[src/rtl/pu_layer_scheduler.sv]
// Layer sequencer between the top-level start and the PU controller/datapath.
// Reads one config word per layer, issues PU passes and enforces a drain gap between layers.
//
//   state        | meaning
//   -------------+--------------------------------------------------------
//   S_IDLE       | waiting for start
//   S_CFG_RD     | config ROM address presented, waiting one cycle of latency
//   S_CFG_LATCH  | capture {pool, l_type, oc, ic}, reset pass indices and write count
//   S_PASS_START | one-cycle pass_start pulse
//   S_PASS_WAIT  | waiting for pass_done from the PU controller
//   S_PASS_NEXT  | advance ic/oc indices or finish the layer
//   S_DRAIN      | fixed idle interval before the next config read
//   S_DONE       | one-cycle done pulse
module pu_layer_scheduler #(
    parameter int LAYER_ID_W        = 4,
    parameter int LAYER_PARAM_WIDTH = 10,
    parameter int L_TYPE_WIDTH      = 2,
    parameter int WR_CNT_W          = 16,
    parameter int DRAIN_CYCLES      = 100
) (
    input  logic                                           clk,
    input  logic                                           reset,
    input  logic                                           start,
    input  logic [LAYER_ID_W-1:0]                          max_layers,
    output logic [LAYER_ID_W-1:0]                          cfg_addr,
    input  logic [1+L_TYPE_WIDTH+2*LAYER_PARAM_WIDTH-1:0]  cfg_data,
    output logic                                           pass_start,
    input  logic                                           pass_done,
    input  logic                                           write_req,
    output logic [LAYER_ID_W-1:0]                          layer_id,
    output logic [L_TYPE_WIDTH-1:0]                        layer_type,
    output logic                                           pool_en,
    output logic [LAYER_PARAM_WIDTH-1:0]                   ic_idx,
    output logic [LAYER_PARAM_WIDTH-1:0]                   oc_idx,
    output logic [WR_CNT_W-1:0]                            layer_wr_count,
    output logic                                           busy,
    output logic                                           done,
    output logic                                           spurious_done
);

    localparam int CFG_W = 1 + L_TYPE_WIDTH + 2 * LAYER_PARAM_WIDTH;
    localparam int DRN_W = (DRAIN_CYCLES > 1) ? $clog2(DRAIN_CYCLES) : 1;

    typedef enum logic [2:0] {
        S_IDLE,
        S_CFG_RD,
        S_CFG_LATCH,
        S_PASS_START,
        S_PASS_WAIT,
        S_PASS_NEXT,
        S_DRAIN,
        S_DONE
    } state_t;

    state_t                       state, state_nxt;
    logic [LAYER_PARAM_WIDTH-1:0] ic_max, oc_max;
    logic [DRN_W-1:0]             drain_cnt;
    logic                         is_conv;
    logic                         last_pass;
    logic                         drain_tc;
    logic                         grp_clr;
    logic                         wr_clr;

    // Reserved type 3 is issued like a convolution.
    assign is_conv   = (layer_type == L_TYPE_WIDTH'(0)) || (layer_type == L_TYPE_WIDTH'(3));
    assign last_pass = (ic_idx == ic_max) && (oc_idx == oc_max);
    assign drain_tc  = (drain_cnt == '0);
    assign grp_clr   = (state == S_PASS_NEXT) && is_conv && (ic_idx == ic_max) && !last_pass;
    assign wr_clr    = (state == S_CFG_LATCH) || grp_clr;

    assign cfg_addr   = layer_id;
    assign pass_start = (state == S_PASS_START);
    assign busy       = (state != S_IDLE);
    assign done       = (state == S_DONE);

    always_ff @(posedge clk or negedge reset) begin
        if (!reset) state <= S_IDLE;
        else        state <= state_nxt;
    end

    always_comb begin
        state_nxt = state;
        case (state)
            S_IDLE:       if (start) state_nxt = S_CFG_RD;
            S_CFG_RD:     state_nxt = S_CFG_LATCH;
            S_CFG_LATCH:  state_nxt = S_PASS_START;
            S_PASS_START: state_nxt = S_PASS_WAIT;
            S_PASS_WAIT:  if (pass_done) state_nxt = S_PASS_NEXT;
            S_PASS_NEXT:  state_nxt = (is_conv && !last_pass) ? S_PASS_START : S_DRAIN;
            S_DRAIN: begin
                if (drain_tc) state_nxt = (layer_id == max_layers) ? S_DONE : S_CFG_RD;
            end
            S_DONE:       state_nxt = S_IDLE;
            default:      state_nxt = S_IDLE;
        endcase
    end

    always_ff @(posedge clk or negedge reset) begin
        if (!reset) begin
            layer_id   <= '0;
            layer_type <= '0;
            pool_en    <= 1'b0;
            ic_max     <= '0;
            oc_max     <= '0;
            ic_idx     <= '0;
            oc_idx     <= '0;
            drain_cnt  <= '0;
        end else begin
            case (state)
                S_IDLE: begin
                    if (start) layer_id <= '0;
                end
                S_CFG_LATCH: begin
                    ic_max     <= cfg_data[LAYER_PARAM_WIDTH-1:0];
                    oc_max     <= cfg_data[2*LAYER_PARAM_WIDTH-1:LAYER_PARAM_WIDTH];
                    layer_type <= cfg_data[2*LAYER_PARAM_WIDTH+L_TYPE_WIDTH-1:2*LAYER_PARAM_WIDTH];
                    pool_en    <= cfg_data[CFG_W-1];
                    ic_idx     <= '0;
                    oc_idx     <= '0;
                end
                S_PASS_NEXT: begin
                    if (is_conv && !last_pass) begin
                        if (ic_idx < ic_max) begin
                            ic_idx <= ic_idx + LAYER_PARAM_WIDTH'(1);
                        end else begin
                            ic_idx <= '0;
                            oc_idx <= oc_idx + LAYER_PARAM_WIDTH'(1);
                        end
                    end else begin
                        drain_cnt <= DRN_W'(DRAIN_CYCLES - 1);
                    end
                end
                S_DRAIN: begin
                    if (drain_tc) begin
                        if (layer_id != max_layers) layer_id <= layer_id + LAYER_ID_W'(1);
                    end else begin
                        drain_cnt <= drain_cnt - DRN_W'(1);
                    end
                end
                default: ;
            endcase
        end
    end

    // A clear that coincides with a write leaves that write counted.
    always_ff @(posedge clk or negedge reset) begin
        if (!reset) begin
            layer_wr_count <= '0;
        end else if (wr_clr) begin
            layer_wr_count <= write_req ? WR_CNT_W'(1) : '0;
        end else if (write_req && busy && (layer_wr_count != {WR_CNT_W{1'b1}})) begin
            layer_wr_count <= layer_wr_count + WR_CNT_W'(1);
        end
    end

    always_ff @(posedge clk or negedge reset) begin
        if (!reset) begin
            spurious_done <= 1'b0;
        end else if (pass_done && (state != S_PASS_WAIT)) begin
            spurious_done <= 1'b1;
        end else if ((state == S_IDLE) && start) begin
            spurious_done <= 1'b0;
        end
    end

endmodule

[config.mk]
export PLATFORM = sky130hd
export DESIGN_NAME = pu_layer_scheduler
export DESIGN_NICKNAME = d
export VERILOG_FILES = /design/src/rtl/pu_layer_scheduler.sv
export SDC_FILE = /design/constraint.sdc
export NUM_CORES = 1
export LEC_CHECK = 0
export ABC_CLOCK_PERIOD_IN_PS = 5400
export CAP_MARGIN = 5
export CORE_MARGIN = 10
export CORE_UTILIZATION = 25
export DETAILED_ROUTE_END_ITERATION = 10
export HOLD_SLACK_MARGIN = 0.05
export SLEW_MARGIN = 20
export SYNTH_ARGS = -nofsm -noshare
export SYNTH_HDL_FRONTEND = slang
export SYNTH_SLANG_ARGS = --single-unit
[constraint.sdc]
create_clock -name clk -period 5.4 [get_ports clk]
set_input_delay 1.08 -clock clk [delete_from_list [all_inputs] [get_ports clk]]
set_output_delay 1.08 -clock clk [all_outputs]
set_load 0.005 [all_outputs]
* Yosys cells after proc, flatten, opt, wreduce, memory -nomap -nowiden
Index checks and enable logic that the tools add are counted.
** Cells by class
- Add/sub/neg operators :: 5
- $lt $le $gt $ge :: 1
- Equality and inequality tests :: 22
- Multiplexer cells :: 24
- Reduce and logical (&&, ||, !) cells :: 26
** Operator list (number)
- $mux W10 :: 4
- $pmux W10 S2 :: 2
- $mux W16 :: 2
- $pmux W3 S8 :: 1
- $add A10 B1 Y10 const B :: 2
- $eq A10 B10 Y1 :: 2
- $add A16 B1 Y16 const B :: 1
- $ne A16 B16 Y1 const B :: 1
- $mux W3 :: 5
- $mux W7 :: 2
- $ne A2 B2 Y1 const B :: 7
- $pmux W7 S2 :: 1
- $eq A3 B3 Y1 const B :: 4
- $mux W4 :: 3
- $lt A10 B10 Y1 :: 1
- $reduce_bool A2 Y1 :: 5
- $logic_and A1 B1 Y1 :: 9
- $reduce_and A3 Y1 :: 3
- $pmux W4 S2 :: 1
- $logic_not A7 Y1 :: 1
- $sub A7 B1 Y7 const B :: 1
- $eq A3 B2 Y1 const B :: 2
- $add A4 B1 Y4 const B :: 1
- $eq A4 B4 Y1 :: 1
- 13 further kinds :: 16
** Word-level totals
- Bits in registers :: 74
- Input bits :: 32
- Output and inout port bits :: 51
- Word-level logic and storage cells :: 89

* Longest topological paths before layout
Gate-level depths: netlist of run 1.
- Depth after elaboration :: 7
- Mapped depth :: 10
- Depth with buffers taken out :: 8

* Worst setup path after synthesis of run 1
Ideal clock, no wire load.
- Path type :: input to register
- From :: input max_layers[3]
- To :: register layer_id[3], in the netlist cfg_addr[3]
- Library setup time :: 69 ps
- Data arrival time :: 2249 ps
- Data required time :: 5331 ps
- Path slack :: 3082 ps
- Stages :: 7
- Path buffers :: 1
- Path through :: xnor2_1 > nand4_1 > a32oi_1 > or2_1 > buf_2 > or4_1 > nand3_1
** Between the ends
- Word-level cells in the longest chain between the ends :: 3
** RTL lines
- from (decl) :: line 24 : input logic [LAYER_ID_W-1:0] max_layers,
- $ne A4 B4 Y1 :: line 135 : if (layer_id != max_layers) layer_id <= layer_id + LAYER_ID_W'(1);
- $ne A2 B2 Y1 (no source line)
- $reduce_and A4 Y1 (no source line)
- to (signal assigned) :: line 135
- to (decl) :: line 30 : output logic [LAYER_ID_W-1:0] layer_id,
Every way passes these cells.
A chain may end at the register's enable or synchronous reset.

* Worst setup path in the final report of run 1
- From :: register state[0]
- To :: output busy
** Between the ends
- Word-level cells in the longest chain between the ends :: 1
** RTL lines
- from (decl) :: line 55 : state_t state, state_nxt;
- from (signal assigned) :: line 78 : else state <= state_nxt;
- $reduce_bool A3 Y1 :: line 73 : assign busy = (state != S_IDLE);
- to (decl) :: line 36 : output logic busy,
Every way passes these cells.

==> flow_summary.html, run 1 <==
<table>
<tr><th>Metric</th><th>Value</th></tr>
<tr><th colspan="2">Flow run</th></tr>
<tr><td>Max Cap Violations</td><td>0</td></tr>
<tr><th colspan="2">Die</th></tr>
<tr><td>Core Area</td><td>15400 um^2</td></tr>
<tr><td>Area of the die</td><td>between 20000 and 25000 um^2</td></tr>
<tr><td>Initial Utilization</td><td>around a quarter</td></tr>
<tr><td>Die H</td><td>between 100 and 150 um</td></tr>
<tr><td>Horizontal extent of the die</td><td>between 100 and 150 um</td></tr>
<tr><td>Ports</td><td>83</td></tr>
<tr><td>Row cnt</td><td>45</td></tr>
<tr><th colspan="2">Hold path</th></tr>
<tr><td>Path category of the worst min-delay check</td><td>reg2reg</td></tr>
<tr><td>Launch point of the worst hold path</td><td>pool_en$_DFFE_PN0P_</td></tr>
<tr><td>Cell depth of the worst hold path</td><td>2</td></tr>
<tr><td>Min-Delay Endpoint</td><td>pool_en$_DFFE_PN0P_</td></tr>
<tr><th colspan="2">Final layout</th></tr>
<tr><td>Combined area of the multi-input logic cells</td><td>~1900 um^2</td></tr>
<tr><td>Share of post-route cells with drive strength above 1</td><td>between 5 and 6%</td></tr>
<tr><td>Signed area change from the synthesized netlist to the final layout</td><td>33.5%</td></tr>
<tr><td>Filler instances</td><td>between 1500 and 2000</td></tr>
<tr><td>Number of nets at the end of the flow</td><td>about 570</td></tr>
<tr><td>Combined flip-flop and latch cell area</td><td>between 1500 and 2000 um^2</td></tr>
<tr><td>Total inserted antenna cells</td><td>0</td></tr>
<tr><td>Final Non-Filler Cells</td><td>about 740</td></tr>
<tr><th colspan="2">Critical path</th></tr>
<tr><td>Sort of element at the end of the critical path</td><td>output pin</td></tr>
<tr><td>Capturing point of the worst reg2reg path</td><td>ic_idx[5]$_DFFE_PN0P_</td></tr>
<tr><td>Maximum fanout encountered on the critical timing path</td><td>13</td></tr>
<tr><td>R2r worst-path depth</td><td>7</td></tr>
<tr><td>Data arrival time of the critical path</td><td>about 1700 ps</td></tr>
<tr><td>CP Class</td><td>reg2out</td></tr>
<tr><td>Data required time of the critical path</td><td>~4300 ps</td></tr>
<tr><td>Crit path launch type</td><td>register</td></tr>
<tr><td>Setup slack on the worst flop-to-flop path</td><td>around 2700 ps</td></tr>
<tr><td>Startpoint of the worst-slack reg-to-reg timing path</td><td>ic_idx[8]$_DFFE_PN0P_</td></tr>
<tr><th colspan="2">Global route</th></tr>
<tr><td>Wire length of the first global-routing pass</td><td>18100 um</td></tr>
<tr><td>Number of global-route vias before repair</td><td>3460</td></tr>
<tr><td>Number of antenna violations at the first check in global routing</td><td>0</td></tr>
<tr><td>Global routing usage summed across all routing layers</td><td>between 10% and 20%</td></tr>
<tr><td>Largest net degree at the start of global routing</td><td>75</td></tr>
<tr><td>Grt ovf</td><td>0</td></tr>
<tr><th colspan="2">STA</th></tr>
<tr><td>Hold violation count in the final report</td><td>0</td></tr>
<tr><td>Final setup violation count</td><td>0</td></tr>
<tr><td>Actual transition at the worst max-transition pin</td><td>951 ps</td></tr>
<tr><td>Final period demand of the worst path</td><td>around 2800 ps</td></tr>
<tr><td>Worst clock skew</td><td>approximately 6.4 ps</td></tr>
<tr><td>Max Slew Vio Count</td><td>0</td></tr>
<tr><td>Unrepaired setup endpoints after global routing</td><td>no</td></tr>
<tr><td>Achievable frequency</td><td>about 360 MHz</td></tr>
<tr><td>Final period utilization</td><td>roughly half</td></tr>
<tr><td>Relative max-transition margin</td><td>between 30% and 40%</td></tr>
<tr><td>Setup tns final</td><td>0 ps</td></tr>
<tr><th colspan="2">Detailed routing</th></tr>
<tr><td>Number of nets with antenna violations after routing</td><td>0</td></tr>
<tr><td>Iteration-0 DRC count of the detailed router</td><td>about 250</td></tr>
<tr><td>First-pass DRT Iterations</td><td>7</td></tr>
<tr><td>Highest routed metal layer</td><td>met4</td></tr>
<tr><td>Met2 layer wire length in the routed design</td><td>about 5200 um</td></tr>
<tr><td>Met3 Wirelength</td><td>slightly below 500 um</td></tr>
<tr><td>Met1 Routed Length</td><td>5090 um</td></tr>
<tr><td>Routed WL</td><td>between 10000 and 15000 um</td></tr>
<tr><td>Count of vias placed by the detailed router</td><td>3372</td></tr>
<tr><td>DR WL/cell</td><td>14.8 um</td></tr>
<tr><td>Residual DRC</td><td>0</td></tr>
<tr><td>Number of vias per cell</td><td>between 4 and 5</td></tr>
<tr><th colspan="2">Power and ir drop</th></tr>
<tr><td>Net Sw Power</td><td>roughly 0.84 mW</td></tr>
<tr><td>Clock Power Share</td><td>26.6%</td></tr>
<tr><td>Pwr dens</td><td>427 nW/um^2</td></tr>
<tr><td>Portion of total power attributed to sequential cells</td><td>about 38%</td></tr>
<tr><td>Switching part of the total</td><td>a little under two fifths</td></tr>
<tr><td>Logic pwr share</td><td>about 35%</td></tr>
<tr><td>Internal</td><td>~1.4 mW</td></tr>
<tr><td>Peak VDD IR</td><td>approximately 0.00021 V</td></tr>
<tr><td>P_leak</td><td>~2.3 nW</td></tr>
<tr><th colspan="2">Placed design</th></tr>
<tr><td>Placed insts</td><td>around 700</td></tr>
<tr><td>IO Port Bufs</td><td>about 80</td></tr>
<tr><td>Gpl congestion</td><td>0.796</td></tr>
<tr><td>Final HPWL from detailed placement</td><td>8000 um</td></tr>
<tr><th colspan="2">Outcome</th></tr>
<tr><td>Outcome</td><td>complete, no violations</td></tr>
<tr><th colspan="2">Clock network</th></tr>
<tr><td>CTS root buffer</td><td>clkbuf_16</td></tr>
<tr><td>Clock H-tree levels</td><td>3</td></tr>
<tr><td>Source-to-sink clock delay at the later pin of the worst-skew pair</td><td>roughly 330 ps</td></tr>
<tr><td>Sink count of the clock tree</td><td>74</td></tr>
<tr><td>Hold-fix buffer count after cts</td><td>0</td></tr>
<tr><td>Clock buffers created by TritonCTS</td><td>9</td></tr>
<tr><td>CTS clk-pin slew, worst paths</td><td>roughly 60 ps</td></tr>
<tr><td>Max Root-Sink Buffers</td><td>2</td></tr>
<tr><td># Post-CTS Setup Buffers</td><td>0</td></tr>
<tr><td>CTS tree</td><td>done</td></tr>
<tr><td>Count of instances resized after the clock tree is built</td><td>0</td></tr>
<tr><th colspan="2">Yosys</th></tr>
<tr><td>Sequential share of the synthesized area</td><td>46.8%</td></tr>
<tr><td>Post-synth cell types</td><td>44</td></tr>
<tr><td>Number of flops mapped to enable cells by yosys</td><td>0</td></tr>
<tr><td>Main synth FF type</td><td>dfrtp_1</td></tr>
<tr><td>Number of synthesized register bits</td><td>74</td></tr>
<tr><td>Combinational family with the most area after synthesis</td><td>simple AND/OR/NAND/NOR gates</td></tr>
<tr><td>Area share of the largest cell type after synthesis</td><td>between 40% and 50%</td></tr>
<tr><td>Post-synthesis share of cell area spent on and, or, nand and nor gates</td><td>between 20% and 30%</td></tr>
<tr><td>Number of warnings printed during yosys synthesis</td><td>0</td></tr>
<tr><td>Synth Cell Area</td><td>around 4000 um^2</td></tr>
<tr><td>Multiplexer share of the synthesized area</td><td>less than 1%</td></tr>
<tr><td>Syn_nets</td><td>just under 500</td></tr>
<tr><td>Cell type contributing the most total cell area after synthesis</td><td>dfrtp_1</td></tr>
<tr><td>Asr flop ratio synth</td><td>100%</td></tr>
<tr><td>Share of the synthesized area in compound gates (AO/OA/AOI/OAI)</td><td>between 10% and 20%</td></tr>
<tr><td>Cells taking the most area after synthesis</td><td>dfrtp_1 47%, nand2_1 7.6%, o21ai_0 5.2%</td></tr>
<tr><td>Syn Inst Count</td><td>roughly 450</td></tr>
<tr><td>Synthesized-area fraction occupied by xor and xnor cells</td><td>approximately 7.3%</td></tr>
<tr><td>Adder-cell area share of the yosys netlist</td><td>~5%</td></tr>
<tr><td>Mapped Avg Cell Area</td><td>just under 9 um^2</td></tr>
</table>
[flip-flops by register name, indices dropped and copies added, names as in the netlist]
name            count
spurious_done       1
layer_wr_count     16
oc_max             10
state               3
cfg_addr            4
oc_idx             10
ic_idx             10
ic_max             10
pool_en             1
drain_cnt           7
layer_type          2
[cells by family after synthesis]
| group | after synthesis |
|---|---|
| simple gates | 197 |
| compound gates | 81 |
| flops | 74 |
| buf+inv | 43 |
| xor+xnor | 33 |
| fa+ha+maj | 16 |
| mux | 3 |
[cell type report]
class                           count  share of cell area [%]
Timing Repair Buffer               85                    16.3
Tap cell                          211                    5.00
Sequential cell                    74                    35.1
Clock inverter                      7                    1.30
Clock buffer                        9                    4.27
Inverter                           20                    1.42
Multi-Input combinational cell    330                    36.6
[placed cells by master, fill, tap and decap left out, types with 4 or more instances in the layout]
master	count
o31ai_1	4
nand4_1	13
nor2_1	35
nor4_1	4
nand2_1	80
inv_1	19
and3_1	9
or3_1	10
a21oi_1	17
xor2_1	18
nor3_1	10
nand2b_1	9
clkdlybuf4s50_1	81
clkbuf_16	9
nand3_1	16
xnor2_1	15
o21ai_0	41
dfrtp_1	74
ha_1	16
[power groups by stage]
stage                     Clock (mW)  Sequential, mW  Combinational [mW]
after floorplan                    0           0.814               0.535
after global placement             0           0.860               0.780
after detailed placement           0           0.866               0.803
after CTS                      0.618           0.858               0.806
after global routing           0.643           0.879               0.917
final                          0.599           0.858               0.798
[critical path: stages (launching register included)]
cell,delay (ps)
dfrtp_1,530
nor2_1,260
nand2_1,130
clkdlybuf4s50_1,470
[layer usage]
| metal | vias up | track usage, % |
|---|---|---|
| li1 | 1671 | - |
| met1 | 1616 | 12.6 |
| met2 | 78 | 17.3 |
| met3 | 7 | 3.26 |
| met4 | 0 | 2.43 |
| met5 | - | 0 |
[worst max path at each step]
| stage | startpoint | endpoint | slack, ps | cells past startpoint |
|---|---|---|---|---|
| after global routing | ic_idx[7]$_DFFE_PN0P_ | ic_idx[5]$_DFFE_PN0P_ | 2360 | 7 |
| after global placement | ic_idx[7]$_DFFE_PN0P_ | ic_idx[2]$_DFFE_PN0P_ | 2520 | 7 |
| after CTS | ic_idx[8]$_DFFE_PN0P_ | ic_idx[5]$_DFFE_PN0P_ | 2370 | 7 |
| after detailed placement | ic_idx[7]$_DFFE_PN0P_ | ic_idx[5]$_DFFE_PN0P_ | 2380 | 7 |
| final | state[0]$_DFFE_PN0P_ | busy | 2600 | 3 |
| after floorplan | max_layers[3] | cfg_addr[3]$_DFFE_PN0P_ | 3080 | 7 |
[synthesized netlist by cell type (4+ instances only)]
master,count
buf_4,5
dfrtp_1,74
nand4_1,13
nor3_1,11
nor2_1,35
or3_1,10
inv_1,19
a21oi_1,17
nor4_1,4
nand2_1,80
o31ai_1,4
nand3_1,16
xor2_1,18
o21ai_0,41
nand2b_1,9
a31oi_1,4
clkbuf_1,10
xnor2_1,15
ha_1,16
and3_1,9
buf_2,7
[through the flow]
step           power (mW)  hold slack [ps]  util [%]  setup slack, ps  area [um^2]
2_1_floorplan        1.35              450         -             3080         3960
3_3_place_gp         1.64              465      32.2             2520         4950
3_5_place_dp         1.67              471      32.2             2380         4950
4_1_cts              2.28              492      34.1             2370         5240
5_1_grt              2.44              516      34.4             2360         5280
6_report             2.25              487      34.4             2600         5280
Power figures use the tool's default switching activity.
==> run 2, diff against run 1 <==
Settings changed: ABC_CLOCK_PERIOD_IN_PS 5400 to 2800.
Clock period 5.4 ns to 2.8 ns, I/O delays scaled along.
==> flow_summary.html, run 2 (synthesis gave the netlist of run 1 again) <==
<table>
<tr><th>Metric</th><th>Value</th></tr>
<tr><th colspan="2">Detailed routing</th></tr>
<tr><td>Iteration-0 DRC count of the detailed router</td><td>~270</td></tr>
<tr><td>First-pass DRT Iterations</td><td>4</td></tr>
<tr><td>DR WL/cell</td><td>approximately 15 um</td></tr>
<tr><td>Count of vias placed by the detailed router</td><td>between 3000 and 4000</td></tr>
<tr><td>Residual DRC</td><td>0</td></tr>
<tr><td>Routed WL</td><td>roughly 11000 um</td></tr>
<tr><td>Number of vias per cell</td><td>4.58</td></tr>
<tr><td>Number of nets with antenna violations after routing</td><td>0</td></tr>
<tr><th colspan="2">Final layout</th></tr>
<tr><td>Total inserted antenna cells</td><td>0</td></tr>
<tr><td>Most used cells in the layout excluding fill and tap cells</td><td>81 x clkdlybuf4s50_1, 80 x nand2_1, 74 x dfrtp_1</td></tr>
<tr><td>Final Non-Filler Cells</td><td>740</td></tr>
<tr><td>Signed area change from the synthesized netlist to the final layout</td><td>34.2%</td></tr>
<tr><td>Flip-flop count of the largest register, all copies and words added</td><td>16</td></tr>
<tr><td>Biggest register</td><td>layer_wr_count</td></tr>
<tr><td>Number of nets at the end of the flow</td><td>about 570</td></tr>
<tr><td>Most common library cell in the layout ignoring fill and taps</td><td>clkdlybuf4s50_1</td></tr>
<tr><td>Share of post-route cells with drive strength above 1</td><td>~5.7%</td></tr>
<tr><th colspan="2">STA</th></tr>
<tr><td>Relative max-transition margin</td><td>between 30% and 40%</td></tr>
<tr><td>Max Slew Vio Count</td><td>0</td></tr>
<tr><td>Final setup violation count</td><td>0</td></tr>
<tr><td>Actual transition at the worst max-transition pin</td><td>between 900 and 1000 ps</td></tr>
<tr><td>Unrepaired setup endpoints after global routing</td><td>no</td></tr>
<tr><td>Worst clock skew</td><td>4.88 ps</td></tr>
<tr><td>Final period demand of the worst path</td><td>2500 ps</td></tr>
<tr><td>Final period utilization</td><td>roughly 89%</td></tr>
<tr><td>Achievable frequency</td><td>~400 MHz</td></tr>
<tr><td>Hold violation count in the final report</td><td>0</td></tr>
<tr><td>Smallest setup slack after layout</td><td>roughly 300 ps</td></tr>
<tr><td>Setup tns final</td><td>0 ps</td></tr>
<tr><th colspan="2">Clock network</th></tr>
<tr><td>Clock buffers created by TritonCTS</td><td>9</td></tr>
<tr><td>CTS clk-pin slew, worst paths</td><td>roughly 60 ps</td></tr>
<tr><td>Source-to-sink clock delay at the later pin of the worst-skew pair</td><td>~340 ps</td></tr>
<tr><td>CTS root buffer</td><td>clkbuf_16</td></tr>
<tr><td>Sink count of the clock tree</td><td>74</td></tr>
<tr><td>Count of instances resized after the clock tree is built</td><td>0</td></tr>
<tr><td>Clock H-tree levels</td><td>3</td></tr>
<tr><td>Hold-fix buffer count after cts</td><td>0</td></tr>
<tr><td>Max Root-Sink Buffers</td><td>2</td></tr>
<tr><td>CTS tree</td><td>done</td></tr>
<tr><td># Post-CTS Setup Buffers</td><td>0</td></tr>
<tr><th colspan="2">Placed design</th></tr>
<tr><td>Placed insts</td><td>between 700 and 800</td></tr>
<tr><td>IO Port Bufs</td><td>82</td></tr>
<tr><td>Final HPWL from detailed placement</td><td>8120 um</td></tr>
<tr><td>Gpl congestion</td><td>~0.8</td></tr>
<tr><td>Minimum setup slack after placement</td><td>335 ps</td></tr>
<tr><th colspan="2">Critical path</th></tr>
<tr><td>Sort of element at the end of the critical path</td><td>register</td></tr>
<tr><td>Critical path, cell by cell</td><td>ha_1, a211oi_1, o211ai_1, a211o_1, inv_2, nand2b_1, o31ai_1</td></tr>
<tr><td>Maximum fanout encountered on the critical timing path</td><td>18</td></tr>
<tr><td>Data required time of the critical path</td><td>3030 ps</td></tr>
<tr><td>Worst path buffer plus inverter count</td><td>1</td></tr>
<tr><td>Crit path launch type</td><td>register</td></tr>
<tr><td>Data arrival time of the critical path</td><td>2730 ps</td></tr>
<tr><td>Gate family responsible for the most delay along the worst path</td><td>compound AO/OA/AOI/OAI gates</td></tr>
<tr><td>CP Class</td><td>reg2reg</td></tr>
<tr><td>Slowest Stage Delay on Critical Path</td><td>around 530 ps</td></tr>
<tr><td>Critical path's slowest cell</td><td>a211o_1</td></tr>
<tr><th colspan="2">Global route</th></tr>
<tr><td>Number of global-route vias before repair</td><td>3500</td></tr>
<tr><td>Wire length of the first global-routing pass</td><td>between 15000 and 20000 um</td></tr>
<tr><td>Global routing usage summed across all routing layers</td><td>between 10% and 20%</td></tr>
<tr><td>Grt ovf</td><td>0</td></tr>
<tr><td>Number of antenna violations at the first check in global routing</td><td>0</td></tr>
<tr><td>Largest net degree at the start of global routing</td><td>75</td></tr>
<tr><th colspan="2">Die</th></tr>
<tr><td>Die H</td><td>146 um</td></tr>
<tr><td>Row cnt</td><td>between 40 and 50</td></tr>
<tr><td>Area of the die</td><td>21300 um^2</td></tr>
<tr><td>Horizontal extent of the die</td><td>146 um</td></tr>
<tr><td>Ports</td><td>83</td></tr>
<tr><td>Core Area</td><td>~15000 um^2</td></tr>
<tr><td>Initial Utilization</td><td>around 26%</td></tr>
<tr><th colspan="2">Power and ir drop</th></tr>
<tr><td>Pwr dens</td><td>about 840 nW/um^2</td></tr>
<tr><td>PnR Total Power</td><td>roughly 4.5 mW</td></tr>
<tr><td>Peak VDD IR</td><td>around 0.00047 V</td></tr>
<tr><td>P_leak</td><td>approximately 2.3 nW</td></tr>
<tr><th colspan="2">Outcome</th></tr>
<tr><td>Outcome</td><td>complete, no violations</td></tr>
<tr><th colspan="2">Flow run</th></tr>
<tr><td>Max Cap Violations</td><td>0</td></tr>
<tr><th colspan="2">Hold path</th></tr>
<tr><td>Path category of the worst min-delay check</td><td>in2async</td></tr>
</table>
-- run 2: final timing paths --
| path | startpoint | end | slack [ps] | cells past startpoint |
|---|---|---|---|---|
| worst max-delay path | ic_idx[7]$_DFFE_PN0P_ | ic_idx[8]$_DFFE_PN0P_ | 300 | 7 |
| worst min-delay path | reset | ic_max[4]$_DFFE_PN0P_ | 380 | 1 |
| worst max register to register | ic_idx[7]$_DFFE_PN0P_ | ic_idx[8]$_DFFE_PN0P_ | 300 | 7 |
| worst min register to register | pool_en$_DFFE_PN0P_ | pool_en$_DFFE_PN0P_ | 480 | 2 |
| max in group asynchronous | reset | state[1]$_DFFE_PN0P_ | 1810 | 1 |
| min in group clk | pool_en$_DFFE_PN0P_ | pool_en$_DFFE_PN0P_ | 480 | 2 |
-- run 2: power breakdown --
group	switching (mW)	total (mW)	internal (mW)
combinational	0.865	1.57	0.708
clock	0.442	1.24	0.801
sequential	0.289	1.65	1.36
total	1.60	4.47	2.87
-- run 2: worst reg2reg max path, delay by kind of cell (launching register included) --
| family | cells | cell delay (ps) |
|---|---|---|
| and+or+nand+nor | 1 | 220 |
| adders and majority gates | 1 | 360 |
| AOI/OAI and AO/OA | 4 | 1180 |
| DFF | 1 | 440 |
| buffers and inverters | 1 | 190 |
-- run 2: area by class of cell --
cell class	instances	area, um^2
fillers	1569	10100
multi-input cells	330	1930
flip-flops and latches	74	1850
repair buffers	89	871
well taps	211	264
clock buffers	11	243
clock inverters	5	77.6
inverters	20	75.1
-- run 2: per-layer routing --
| metal | up-vias | share of wire, % | GRT usage (%) |
|---|---|---|---|
| met4 | 0 | 1.1 | 2.78 |
| li1 | 1684 | - | - |
| met1 | 1616 | 46 | 13.0 |
| met2 | 78 | 47 | 16.7 |
| met5 | - | 0 | 0 |
| met3 | 10 | 5.2 | 3.38 |
-- run 2: stage by stage --
stage,area (um^2),util [%],hold WS [ps]
after floorplan,3960,-,264
after global placement,4990,32.4,466
after detailed placement,4990,32.4,470
after CTS,5310,34.5,424
after global routing,5310,34.5,461
final,5310,34.5,377
